==> src/rtl/jk_ctrl_pkg.sv <==
// Shared encodings for the JK bank command sequencer.
package jk_ctrl_pkg;

    localparam logic [1:0] OP_HOLD = 2'b00;
    localparam logic [1:0] OP_SET  = 2'b01;
    localparam logic [1:0] OP_CLR  = 2'b10;
    localparam logic [1:0] OP_TGL  = 2'b11;

    localparam logic [1:0] ST_IDLE   = 2'b00;
    localparam logic [1:0] ST_APPLY  = 2'b01;
    localparam logic [1:0] ST_SETTLE = 2'b10;
    localparam logic [1:0] ST_DONE   = 2'b11;

endpackage

==> src/rtl/jk_apply_cnt.sv <==
// Loadable down-counter for the apply phase; a load of zero counts as one cycle.
module jk_apply_cnt #(
    parameter int unsigned CNT_W = 8
) (
    input  logic             clk,
    input  logic             rst,
    input  logic             load,
    input  logic [CNT_W-1:0] load_val,
    input  logic             en,
    output logic             last
);

    logic [CNT_W-1:0] cnt;
    logic [CNT_W-1:0] load_eff;

    assign load_eff = (load_val == '0) ? CNT_W'(1) : load_val;

    // last is registered alongside cnt so it flags the final apply cycle directly
    always_ff @(posedge clk) begin
        if (rst) begin
            cnt  <= '0;
            last <= 1'b0;
        end else if (load) begin
            cnt  <= load_eff;
            last <= (load_eff == CNT_W'(1));
        end else if (en && !last) begin
            cnt  <= cnt - CNT_W'(1);
            last <= (cnt == CNT_W'(2));
        end
    end

endmodule

==> src/rtl/jk_cmd_sequencer.sv <==
// Command-driven j/k driver for a JK flip-flop bank: apply, settle, snapshot, report.
module jk_cmd_sequencer
    import jk_ctrl_pkg::*;
#(
    parameter int unsigned WIDTH = 4,
    parameter int unsigned CNT_W = 8
) (
    input  logic             clk,
    input  logic             rst,
    input  logic             cmd_valid,
    output logic             cmd_ready,
    input  logic [1:0]       cmd_op,
    input  logic [WIDTH-1:0] cmd_mask,
    input  logic [CNT_W-1:0] cmd_count,
    output logic [WIDTH-1:0] j_out,
    output logic [WIDTH-1:0] k_out,
    input  logic [WIDTH-1:0] q_in,
    output logic             busy,
    output logic             done,
    output logic [WIDTH-1:0] q_snap
);

    logic [1:0]       state;
    logic [1:0]       state_nxt;
    logic [WIDTH-1:0] j_nxt;
    logic [WIDTH-1:0] k_nxt;
    logic             cnt_load;
    logic             cnt_en;
    logic             cnt_last;

    jk_apply_cnt #(.CNT_W(CNT_W)) u_cnt (
        .clk      (clk),
        .rst      (rst),
        .load     (cnt_load),
        .load_val (cmd_count),
        .en       (cnt_en),
        .last     (cnt_last)
    );

    always_ff @(posedge clk) begin
        if (rst) begin
            state <= ST_IDLE;
        end else begin
            state <= state_nxt;
        end
    end

    // j/k registers hold the command encoding themselves, so op/mask need no separate latch
    always_comb begin
        state_nxt = state;
        cnt_load  = 1'b0;
        cnt_en    = 1'b0;
        j_nxt     = '0;
        k_nxt     = '0;
        case (state)
            ST_IDLE: begin
                if (cmd_valid && cmd_ready) begin
                    cnt_load  = 1'b1;
                    state_nxt = ST_APPLY;
                    case (cmd_op)
                        OP_SET:  j_nxt = cmd_mask;
                        OP_CLR:  k_nxt = cmd_mask;
                        OP_TGL: begin
                            j_nxt = cmd_mask;
                            k_nxt = cmd_mask;
                        end
                        default: ;
                    endcase
                end
            end
            ST_APPLY: begin
                if (cnt_last) begin
                    state_nxt = ST_SETTLE;
                end else begin
                    cnt_en = 1'b1;
                    j_nxt  = j_out;
                    k_nxt  = k_out;
                end
            end
            ST_SETTLE: state_nxt = ST_DONE;
            ST_DONE:   state_nxt = ST_IDLE;
            default:   state_nxt = ST_IDLE;
        endcase
    end

    always_ff @(posedge clk) begin
        if (rst) begin
            j_out     <= '0;
            k_out     <= '0;
            cmd_ready <= 1'b0;
            busy      <= 1'b0;
            done      <= 1'b0;
            q_snap    <= '0;
        end else begin
            j_out     <= j_nxt;
            k_out     <= k_nxt;
            cmd_ready <= (state_nxt == ST_IDLE);
            busy      <= (state_nxt != ST_IDLE);
            done      <= (state_nxt == ST_DONE);
            if (state == ST_SETTLE) begin
                q_snap <= q_in;
            end
        end
    end

endmodule

==> config.mk <==
export PLATFORM = sky130hd
export DESIGN_NAME = jk_cmd_sequencer
export DESIGN_NICKNAME = d
export VERILOG_FILES = /design/src/rtl/jk_ctrl_pkg.sv /design/src/rtl/jk_apply_cnt.sv /design/src/rtl/jk_cmd_sequencer.sv
export SDC_FILE = /design/constraint.sdc
export NUM_CORES = 1
export LEC_CHECK = 0
export BUFFER_PORTS_ARGS = -buffer_cell sky130_fd_sc_hd__buf_2
export CORE_ASPECT_RATIO = 1.25
export CORE_MARGIN = 2
export CORE_UTILIZATION = 30
export DETAILED_ROUTE_END_ITERATION = 7
export HOLD_SLACK_MARGIN = 0.08
export PLACE_DENSITY = 0.51
export SLEW_MARGIN = 20
export SYNTH_ARGS = -nofsm -noshare
export SYNTH_HDL_FRONTEND = slang
export SYNTH_SLANG_ARGS = --single-unit
==> constraint.sdc <==
create_clock -name clk -period 1.7 [get_ports clk]
set_clock_uncertainty 0.15 [all_clocks]
set_input_delay 0.34 -clock clk [delete_from_list [all_inputs] [get_ports clk]]
set_output_delay 0.34 -clock clk [all_outputs]
set_load 0.02 [all_outputs]
==> results of run 1 <==
-- registers in the layout, summed over array words and instances, names as in the netlist --
signal,flops
busy,1
cmd_ready,1
done,1
j_out,4
k_out,4
q_snap,4
state,2
u_cnt.cnt,8
u_cnt.last,1
-- per-layer routing --
layer	GRT usage	vias up	wire, µm
met5	0	-	0
met2	0.2454	45	1368
met4	0.05303	0	42
met1	0.1692	506	1152
met3	0.03014	5	191
li1	-	538	-
-- repair_timing --
action,in CTS,in global routing
setup buffers,0,1
setup endpoints to repair,8,4
resized for setup,1,2
-- cell type report --
| type | count | area share |
|---|---|---|
| Tap cell | 40 | 0.03457 |
| Inverter | 2 | 0.005186 |
| Clock inverter | 1 | 0.02074 |
| Multi-Input combinational cell | 96 | 0.3993 |
| Clock buffer | 3 | 0.02852 |
| Sequential cell | 26 | 0.3596 |
| Timing Repair Buffer | 41 | 0.1521 |
-- power by group --
group          leakage, nW  internal (mW)  total [mW]  switching [mW]
registers            0.212          0.646       0.673          0.0272
logic                0.342          0.113       0.261           0.148
clock network       0.0357          0.315       0.511           0.195
total                0.590           1.07        1.45           0.371
-- logic make-up after synthesis --
kind of cell | after synthesis | share of synthesized area
xor+xnor | 2 | 0.01534
buf+inv | 10 | 0.04491
simple gates | 62 | 0.2815
flops | 26 | 0.4556
fa+ha+maj | 2 | 0.02190
compound gates | 30 | 0.1807
-- cells in the final DEF, fill, tap and decap left out, types with 2 or more instances in the layout --
master,count
sky130_fd_sc_hd__ha_1,2
sky130_fd_sc_hd__xor2_1,2
sky130_fd_sc_hd__a211oi_1,2
sky130_fd_sc_hd__o21ai_0,2
sky130_fd_sc_hd__a22oi_1,2
sky130_fd_sc_hd__buf_4,6
sky130_fd_sc_hd__a21oi_1,8
sky130_fd_sc_hd__buf_2,35
sky130_fd_sc_hd__a31oi_1,4
sky130_fd_sc_hd__nor2_1,12
sky130_fd_sc_hd__dfxtp_1,26
sky130_fd_sc_hd__nand3_1,12
sky130_fd_sc_hd__a221oi_1,2
sky130_fd_sc_hd__a21oi_2,8
sky130_fd_sc_hd__clkbuf_8,3
sky130_fd_sc_hd__nand2_1,21
sky130_fd_sc_hd__nor4_1,2
sky130_fd_sc_hd__inv_1,2
sky130_fd_sc_hd__nand4_1,2
-- worst paths after layout --
kind,to,startpoint,slack [ns],depth (start not counted)
hold / removal,q_snap[1],q_in[1],0.15,3
setup / recovery,k_out[1],state[1],0.11,5
setup reg to reg,k_out[1],state[1],0.11,5
hold reg to reg,j_out[1],j_out[1],0.31,2
-- critical path, delay by kind of cell (launching register included) --
kind	cells	cell delay, ns
flops	1	0.38
compound gates	1	0.12
buf+inv	1	0.22
simple gates	3	0.66
-- through the flow --
stage | worst slack, ns | hold WS, ns
floorplan | 0.08883 | 0.3187
global placement | 0.06489 | 0.2913
detailed placement | -0.02651 | 0.2999
CTS | 0.07908 | 0.1437
global route | 0.003436 | 0.1701
finish | 0.1068 | 0.1475
==> flow_metrics.py, run 1 <==
metrics = {
    "run_status": {
        "status": "complete, no violations",
    },
    "sta": {
        "max_freq_mhz": 627.7,
        "final_clock_period_utilization_by_the_worst_path": 0.9372,
        "slew_headroom": 0.7699,
        "final_tns_setup_ns": 0,
        "rsz0062_at_grt": "no",
        "finalWorstPathRequiredPeriod_ns": 1.593,
        "report.final.setup_viol": 0,
        "worst_pin_slew_ns": 0.3444,
        "finalHoldViolations": 0,
        "timing.final.max_slew_violations": 0,
    },
    "synth": {
        "synth_area_leaders": "sky130_fd_sc_hd__dfxtp_1 46%, sky130_fd_sc_hd__nand2_1 6.9%, sky130_fd_sc_hd__a21oi_2 6.1%, sky130_fd_sc_hd__nand3_1 5.3%, sky130_fd_sc_hd__nor2_1 3.9%",
        "synth.most_common_cell": "sky130_fd_sc_hd__dfxtp_1",
        "ys_seq_area_frac": 0.4556,
        "number_of_cells_produced_by_synthesis": 132,
        "synthesis.yosys.warnings": 0,
        "synth_top_cells_by_count": "26 x sky130_fd_sc_hd__dfxtp_1, 21 x sky130_fd_sc_hd__nand2_1, 12 x sky130_fd_sc_hd__nand3_1, 12 x sky130_fd_sc_hd__nor2_1",
        "synth.lib_cells_used.distinct": 35,
        "synth-async-reset-ratio": 0,
        "synth_ff_type": "sky130_fd_sc_hd__dfxtp_1",
        "synth_edf_count": 0,
        "synthDominantCellAreaShare": 0.4556,
        "synthDominantAreaCellType": "sky130_fd_sc_hd__dfxtp_1",
        "synth-seq-cells": 26,
        "postSynthAreaPerCell_um2": 8.654,
        "synthesis.area_um2": 1142,
        "syn_nets": 155,
    },
    "clock_tree": {
        "cts-root-to-sink-buffers": 2,
        "hold_buf_cts": 0,
        "cts.htree.levels": 1,
        "cts_made_buffers": 3,
        "clk_pin_slew_worst_paths_ns": 0.09,
        "cts.sink_count": 26,
        "clock-root-buffer": "sky130_fd_sc_hd__clkbuf_8",
        "clock_insertion_delay_worst_skew_ns": 0.27,
        "tritoncts": "done",
    },
    "finish": {
        "multi_input_comb_area_um2": 578.1,
        "finish.utilization": 0.3889,
        "reg_area_um2": 520.5,
        "areaGrowthSynthToFinish_pct": 26.73,
        "final_net_count": 193,
        "design_area_um2": 1448,
        "drive_gt1_frac": 0.3432,
        "diodes": 0,
        "fillerInstances": 391,
        "layout.cells.non_filler": 209,
    },
    "critical_path": {
        "cpPeakStageDelay_ns": 0.38,
        "crit_path_end_kind": "register",
        "startpoint_type": "register",
        "crit_path_cell_trace": "nor4bb_1 -> buf_4 -> nor2_4 -> or2_4 -> a21oi_2",
        "cp_slowest_cell": "sky130_fd_sc_hd__dfxtp_1",
        "worstPathArrival_ns": 1.65,
        "setup.worst_path.class": "register to register",
        "critPathRequiredTime_ns": 1.76,
        "crit_path_max_fanout": 8,
    },
    "hold_path": {
        "hp-class": "input pin to register",
    },
    "placement": {
        "routabilityCongestion": 0.8853,
        "placed_cells": 204,
        "place_area_um2": 1361,
        "dp_hpwl_um": 2149,
        "portBuffers": 35,
    },
    "grt": {
        "grt_overflow_total": 0,
        "pin_count_of_the_biggest_net_entering_global_routing": 16,
        "all_layer_global_routing_usage": 0.1421,
        "grt_antenna_before_repair": 0,
        "number_of_global_route_vias_before_repair": 1024,
        "grt_pass1_wl_um": 4657,
    },
    "floorplan": {
        "dieArea_um2": 4320,
        "die_width_um": 59.19,
        "initial_core_util": 0.3069,
        "core_area_um2": 3722,
        "ports_placed_on_the_boundary": 36,
        "rows": 25,
        "chipHeight_um": 72.99,
    },
    "route": {
        "vias": 1094,
        "detail_route.wirelength_um": 2755,
        "drcViolationCount": 0,
        "drt-wirelength-per-cell_um": 13.18,
        "firstDrtPassIters": 4,
        "detail_route.vias_per_cell": 5.234,
        "detail_route.iter0.violations": 44,
        "drtAntennaViolNets": 0,
    },
    "pwr": {
        "total_power_mw": 1.445,
        "pwr_density_cell_nw_per_um2": 998.3,
        "leakagePower_nw": 0.5897,
        "ir_drop_uv": 464.1,
    },
    "run": {
        "maxCapViolCount": 0,
    },
}
No activity file was read; power rests on OpenSTA's default activity.
==> run 2: changes to the inputs <==
- BUFFER_PORTS_ARGS: -buffer_cell sky130_fd_sc_hd__buf_2 -> default
- CTS_CLUSTER_DIAMETER: default -> 200
- CTS_CLUSTER_SIZE: default -> 8
- DONT_BUFFER_PORTS: default -> 1
- PLACE_DENSITY: 0.51 -> 0.43
==> run 2 against run 1 <==
  * Flip-flop and latch count unchanged
  * Highest routed layer unchanged
  * Final cell count shrank 9.6%
  * Largest power group unchanged
  * Fmax decreased by 0.45%
  * Clock power rose by 3%
  * Die area stayed put
  * Global-route usage shrank 0.61 points
  * Combinational power fell by 3%
  * Utilization down 0.71 points
  * Critical path depth stayed put
  * Non-clock buffer count decreased by 20
  * Routed wire length fell by 0.15%
==> flow_metrics.py, run 2 (synthesis gave the netlist of run 1 again) <==
metrics = {
    "floorplan": {
        "rows": 25,
        "dieArea_um2": 4320,
        "core_area_um2": 3722,
        "chipHeight_um": 72.99,
        "die_width_um": 59.19,
        "ports_placed_on_the_boundary": 36,
        "initial_core_util": 0.3069,
    },
    "clock_tree": {
        "clock-root-buffer": "sky130_fd_sc_hd__clkbuf_8",
        "cts-root-to-sink-buffers": 2,
        "cts_made_buffers": 3,
        "cts.htree.levels": 1,
        "clk_pin_slew_worst_paths_ns": 0.10,
        "clock_insertion_delay_worst_skew_ns": 0.28,
        "tritoncts": "done",
        "cts.sink_count": 26,
        "postCtsSetupRepairBufs": 0,
    },
    "pwr": {
        "leakagePower_nw": 0.4931,
        "ir_drop_uv": 497.8,
        "pwr_density_cell_nw_per_um2": 1027,
    },
    "placement": {
        "placed_cells": 172,
        "portBuffers": 0,
        "place_area_um2": 1209,
        "routabilityCongestion": 0.7474,
        "dp_hpwl_um": 1998,
    },
    "critical_path": {
        "regToRegEndpoint": "j_out[3]",
        "critical_path.top_delay_family": "simple AND/OR/NAND/NOR gates",
        "critPathRequiredTime_ns": 1.76,
        "path_depth": 5,
        "cpPeakStageDelay_ns": 0.40,
        "crit_path_max_fanout": 8,
        "worstPathArrival_ns": 1.66,
        "r2r.worst_path.cells": 5,
        "crit_path_cell_trace": "nor4bb_2 -> buf_4 -> nor2_4 -> or2_4 -> a21oi_2",
        "startpoint_type": "register",
        "cp_slowest_cell": "sky130_fd_sc_hd__dfxtp_1",
        "setup.reg_to_reg.worst_slack_ns": 0.1,
        "reg2reg_from": "state[1]",
        "cp-startpoint": "state[1]",
        "setup.worst_path.class": "register to register",
        "crit_path_end": "j_out[3]",
        "crit_path_end_kind": "register",
        "timing.critical_path.buf_inv": 1,
    },
    "sta": {
        "final_tns_setup_ns": 0,
        "finalWorstPathRequiredPeriod_ns": 1.600,
        "final_clock_period_utilization_by_the_worst_path": 0.9414,
        "finalHoldViolations": 0,
        "slew_headroom": 0.5436,
        "worst_pin_slew_ns": 0.6823,
        "timing.final.max_slew_violations": 0,
        "max_freq_mhz": 624.9,
        "report.final.setup_viol": 0,
        "rsz0062_at_grt": "no",
    },
    "finish": {
        "multi_input_comb_area_um2": 581.8,
        "fillerInstances": 376,
        "layout.cells.most_common": "sky130_fd_sc_hd__dfxtp_1",
        "largest-register": "u_cnt.cnt",
        "design_area_um2": 1421,
        "reg_area_um2": 520.5,
        "largest_reg_flops": 8,
        "final_net_count": 173,
        "drive_gt1_frac": 0.1678,
        "final_cell_mix": "26 x sky130_fd_sc_hd__dfxtp_1, 21 x sky130_fd_sc_hd__nand2_1, 13 x sky130_fd_sc_hd__dlygate4sd3_1",
        "layout.cells.non_filler": 189,
        "diodes": 0,
        "areaGrowthSynthToFinish_pct": 24.42,
    },
    "route": {
        "vias": 1010,
        "drcViolationCount": 0,
        "drt-wirelength-per-cell_um": 14.56,
        "drtAntennaViolNets": 0,
        "detail_route.iter0.violations": 49,
        "detail_route.vias_per_cell": 5.344,
        "firstDrtPassIters": 4,
        "detail_route.wirelength_um": 2751,
    },
    "grt": {
        "number_of_global_route_vias_before_repair": 968,
        "grt_antenna_before_repair": 0,
        "grt_pass1_wl_um": 4478,
        "grt_overflow_total": 0,
        "pin_count_of_the_biggest_net_entering_global_routing": 19,
        "all_layer_global_routing_usage": 0.1360,
    },
    "run": {
        "maxCapViolCount": 0,
    },
    "run_status": {
        "status": "complete, no violations",
    },
    "hold_path": {
        "hp-class": "input pin to register",
    },
}
==> run 2: cell types whose count changed in the layout (fill, tap and decap cells not counted), sizes merged <==
cell,change
buf,-33
dlygate4sd3,+13
==> run 2: layout make-up <==
| type | instances | share of cell area |
|---|---|---|
| Clock inverter | 1 | 0.02113 |
| Clock buffer | 3 | 0.02905 |
| Sequential cell | 26 | 0.3662 |
| Tap cell | 40 | 0.03521 |
| Inverter | 2 | 0.005282 |
| Multi-Input combinational cell | 96 | 0.4093 |
| Timing Repair Buffer | 21 | 0.1338 |
==> run 2: worst min path at each step <==
stage	end	startpoint	cells past startpoint
after floorplan	u_cnt.cnt[4]	u_cnt.cnt[4]	2
after global placement	q_snap[2]	rst	1
after detailed placement	u_cnt.cnt[3]	rst	1
after CTS	u_cnt.cnt[1]	cmd_count[1]	2
after global routing	u_cnt.cnt[1]	cmd_count[1]	2
final	u_cnt.cnt[1]	cmd_count[1]	2
==> run 2: metal layers <==
layer	vias to the layer above	track usage	routed length [µm]
met5	-	0	0
met4	0	0.04545	31
met3	4	0.03546	148
met2	29	0.2271	1356
met1	478	0.1670	1214
li1	499	-	-
==> run 2: what timing repair did <==
| action | CTS | global route |
|---|---|---|
| hold buffers | 13 | 0 |
| cloned | 0 | 0 |
| endpoints found under the setup margin | 8 | 11 |
| gates resized for setup | 1 | 2 |
| hold endpoints to repair | 26 | 0 |
==> run 2: through the flow <==
| step | power [mW] | setup WS (ns) | hold slack [ns] | utilization |
|---|---|---|---|---|
| after global routing | 1.531 | 0.01959 | 0.08491 | 0.3818 |
| after floorplan | 0.8522 | 0.08883 | 0.3187 | - |
| after CTS | 1.473 | 0.04347 | 0.08179 | 0.3795 |
| final | 1.460 | 0.09966 | 0.07904 | 0.3818 |
| after detailed placement | 0.9092 | -0.06904 | 0.2651 | 0.3247 |
| after global placement | 0.9107 | -0.04062 | 0.2627 | 0.3247 |
==> run 2: power breakdown <==
part / leakage [nW] / internal, mW / switching (mW)
registers: 0.212 / 0.646 / 0.0364
logic: 0.246 / 0.122 / 0.131
clock network: 0.0357 / 0.315 / 0.209
total: 0.493 / 1.08 / 0.376
==> run 3: changes to the inputs <==
- SLEW_MARGIN: 20 -> default
- SYNTH_HIERARCHICAL: default -> 1
==> run 3 against run 2 <==
  * Setup slack got worse by 0.22 ns
  * The run now ends with hold timing, setup timing left
  * Non-clock buffer count down 2
  * Fmax is 12% lower
  * Synthesized area rose by 5.6%
  * Sequential share of layout area shrank 1.6 points
==> flow_metrics.py, run 3 <==
metrics = {
    "placement": {
        "portBuffers": 0,
        "routabilityCongestion": 0.7094,
        "dp_hpwl_um": 2066,
        "placed_cells": 190,
    },
    "pwr": {
        "pwr_density_cell_nw_per_um2": 876.5,
        "total_power_mw": 1.320,
        "ir_drop_uv": 305.8,
        "leakagePower_nw": 0.5605,
    },
    "finish": {
        "final_cell_mix": "22 x sky130_fd_sc_hd__dfxtp_1, 13 x sky130_fd_sc_hd__nor2_1, 10 x sky130_fd_sc_hd__buf_4",
        "fillerInstances": 421,
        "largest-register": "u_cnt/cnt",
        "largest_reg_flops": 8,
        "layout.cells.most_common": "sky130_fd_sc_hd__dfxtp_1",
        "drive_gt1_frac": 0.2432,
        "final_net_count": 172,
        "diodes": 0,
        "areaGrowthSynthToFinish_pct": 24.90,
        "multi_input_comb_area_um2": 655.6,
        "reg_area_um2": 528.0,
        "layout.cells.non_filler": 202,
    },
    "critical_path": {
        "cp-startpoint": "state[1]",
        "cpPeakStageDelay_ns": 0.43,
        "setup.worst_path.class": "register to register",
        "crit_path_end": "u_cnt/cnt[7]",
        "critPathRequiredTime_ns": 1.73,
        "cp_slowest_cell": "sky130_fd_sc_hd__or3b_4",
        "crit_path_max_fanout": 5,
        "worstPathArrival_ns": 1.85,
        "startpoint_type": "register",
        "crit_path_end_kind": "register",
        "r2r.worst_path.cells": 6,
        "regToRegEndpoint": "u_cnt/cnt[7]",
        "reg2reg_from": "state[1]",
        "setup.reg_to_reg.worst_slack_ns": -0.12,
        "crit_path_cell_trace": "or3b_4 -> clkinv_8 -> nor3b_4 -> buf_6 -> nand4_1 -> a311oi_1",
    },
    "synth": {
        "number_of_cells_produced_by_synthesis": 132,
        "ys_seq_area_frac": 0.4315,
        "postSynthAreaPerCell_um2": 9.138,
        "synth-seq-cells": 26,
        "synth_top_cells_by_count": "26 x sky130_fd_sc_hd__dfxtp_1, 13 x sky130_fd_sc_hd__nor2_1, 10 x sky130_fd_sc_hd__a21oi_1",
        "synth_edf_count": 0,
        "synth_ff_type": "sky130_fd_sc_hd__dfxtp_1",
        "synth.lib_cells_used.distinct": 43,
        "synth.most_common_cell": "sky130_fd_sc_hd__dfxtp_1",
        "synthesis.area_um2": 1206,
        "synth_area_leaders": "sky130_fd_sc_hd__dfxtp_1 43%, sky130_fd_sc_hd__a21oi_1 4.1%, sky130_fd_sc_hd__nor2_1 4.0%, sky130_fd_sc_hd__mux2i_1 3.3%, sky130_fd_sc_hd__nand3_1 2.9%",
        "syn_nets": 155,
        "synthDominantCellAreaShare": 0.4315,
        "synth-async-reset-ratio": 0,
        "synthesis.yosys.warnings": 6,
        "synthDominantAreaCellType": "sky130_fd_sc_hd__dfxtp_1",
    },
    "clock_tree": {
        "cts_made_buffers": 3,
        "cts.htree.levels": 1,
        "cts-root-to-sink-buffers": 2,
        "clock_insertion_delay_worst_skew_ns": 0.27,
        "clk_pin_slew_worst_paths_ns": 0.10,
        "clock-root-buffer": "sky130_fd_sc_hd__clkbuf_8",
        "hold_buf_cts": 7,
        "tritoncts": "done",
        "cts.sink_count": 26,
    },
    "route": {
        "drtAntennaViolNets": 0,
        "drcViolationCount": 0,
        "vias": 1021,
        "detail_route.vias_per_cell": 5.054,
        "detail_route.iter0.violations": 69,
        "firstDrtPassIters": 4,
        "detail_route.wirelength_um": 2957,
        "drt-wirelength-per-cell_um": 14.64,
    },
    "floorplan": {
        "core_area_um2": 3816,
        "rows": 25,
        "dieArea_um2": 4547,
        "chipHeight_um": 74.89,
        "initial_core_util": 0.3161,
        "ports_placed_on_the_boundary": 36,
        "die_width_um": 60.72,
    },
    "grt": {
        "all_layer_global_routing_usage": 0.1442,
        "grt_antenna_before_repair": 0,
        "grt_overflow_total": 0,
        "pin_count_of_the_biggest_net_entering_global_routing": 24,
        "number_of_global_route_vias_before_repair": 996,
        "grt_pass1_wl_um": 4899,
    },
    "sta": {
        "finalWorstPathRequiredPeriod_ns": 1.821,
        "final_clock_period_utilization_by_the_worst_path": 1.071,
        "rsz0062_at_grt": "yes",
        "worst_slack_ns": -0.1206,
        "worst_pin_slew_ns": 0.6126,
        "final_tns_setup_ns": -0.4050,
        "hold_ws_ns": -0.02896,
        "finalHoldViolations": 17,
        "timing.final.max_slew_violations": 0,
        "report.final.setup_viol": 6,
        "max_freq_mhz": 549.3,
        "slew_headroom": 0.5879,
    },
    "run_status": {
        "status": "complete, but fails checks",
        "failed_checks": "hold timing, setup timing",
    },
    "run": {
        "maxCapViolCount": 0,
    },
    "hold_path": {
        "hp-class": "input pin to register",
    },
}
[run 3: worst min path at each step]
stage	depth (start not counted)	slack, ns	endpoint	startpoint
after floorplan	1	0.26	busy	rst
after global placement	1	0.25	state[0]	rst
after detailed placement	1	0.25	state[0]	rst
after CTS	1	-0.05	state[0]	rst
after global routing	1	-0.05	state[0]	rst
final	1	-0.03	state[1]	rst
[run 3: kinds of logic after synthesis]
family	Yosys count	synth area share
and+or+nand+nor	53	0.2500
AOI/OAI and AO/OA	31	0.1857
DFF	26	0.4315
buffers and inverters	15	0.07158
muxes	4	0.03320
adders and majority gates	2	0.02074
xor gates and xnor gates	1	0.007263
[run 3: metrics by stage]
| step | utilization | worst slack, ns | hold WS, ns | cell area (µm²) |
|---|---|---|---|---|
| floorplan | - | -0.2092 | 0.2616 | 1219 |
| global placement | 0.3472 | -0.1759 | 0.2483 | 1325 |
| detailed placement | 0.3472 | -0.2012 | 0.2493 | 1325 |
| CTS | 0.3902 | -0.1138 | -0.04683 | 1489 |
| global route | 0.3948 | -0.2007 | -0.05042 | 1506 |
| finish | 0.3948 | -0.1206 | -0.02896 | 1506 |
[run 3: area by class of cell]
cell class	instances	area share
multi-input cells	91	0.4352
flip-flops and latches	26	0.3505
repair buffers	19	0.1113
well taps	54	0.04485
clock buffers	4	0.02990
inverters	8	0.02824
[run 3: what timing repair did]
item                                   in CTS  in global routing
endpoints found under the hold margin      25                 18
pin swaps                                   6                  1
gates resized for setup                     8                  4
setup buffers                               1                  0
setup endpoints to repair                   7                  9
[run 3: layer usage]
metal / share of wire / GRT usage / up-vias
met3: 0.050 / 0.04124 / 2
met2: 0.49 / 0.2318 / 24
met1: 0.45 / 0.1838 / 482
met5: 0 / 0 / -
li1: - / - / 513
met4: 0.0074 / 0.05072 / 0
[run 3: report_power, final]
part | leakage, nW | internal, mW | switching [mW]
Sequential | 0.214 | 0.645 | 0.0492
Clock | 0.0228 | 0.168 | 0.198
Combinational | 0.324 | 0.134 | 0.127
[run 3: worst max-delay path: cells and delay by family, from the launching register on]
| kind | cells | cell delay [ns] |
|---|---|---|
| AO/OA/AOI/OAI | 1 | 0.26 |
| buffers and inverters | 2 | 0.22 |
| flip-flops | 1 | 0.33 |
| AND/OR/NAND/NOR | 3 | 0.76 |
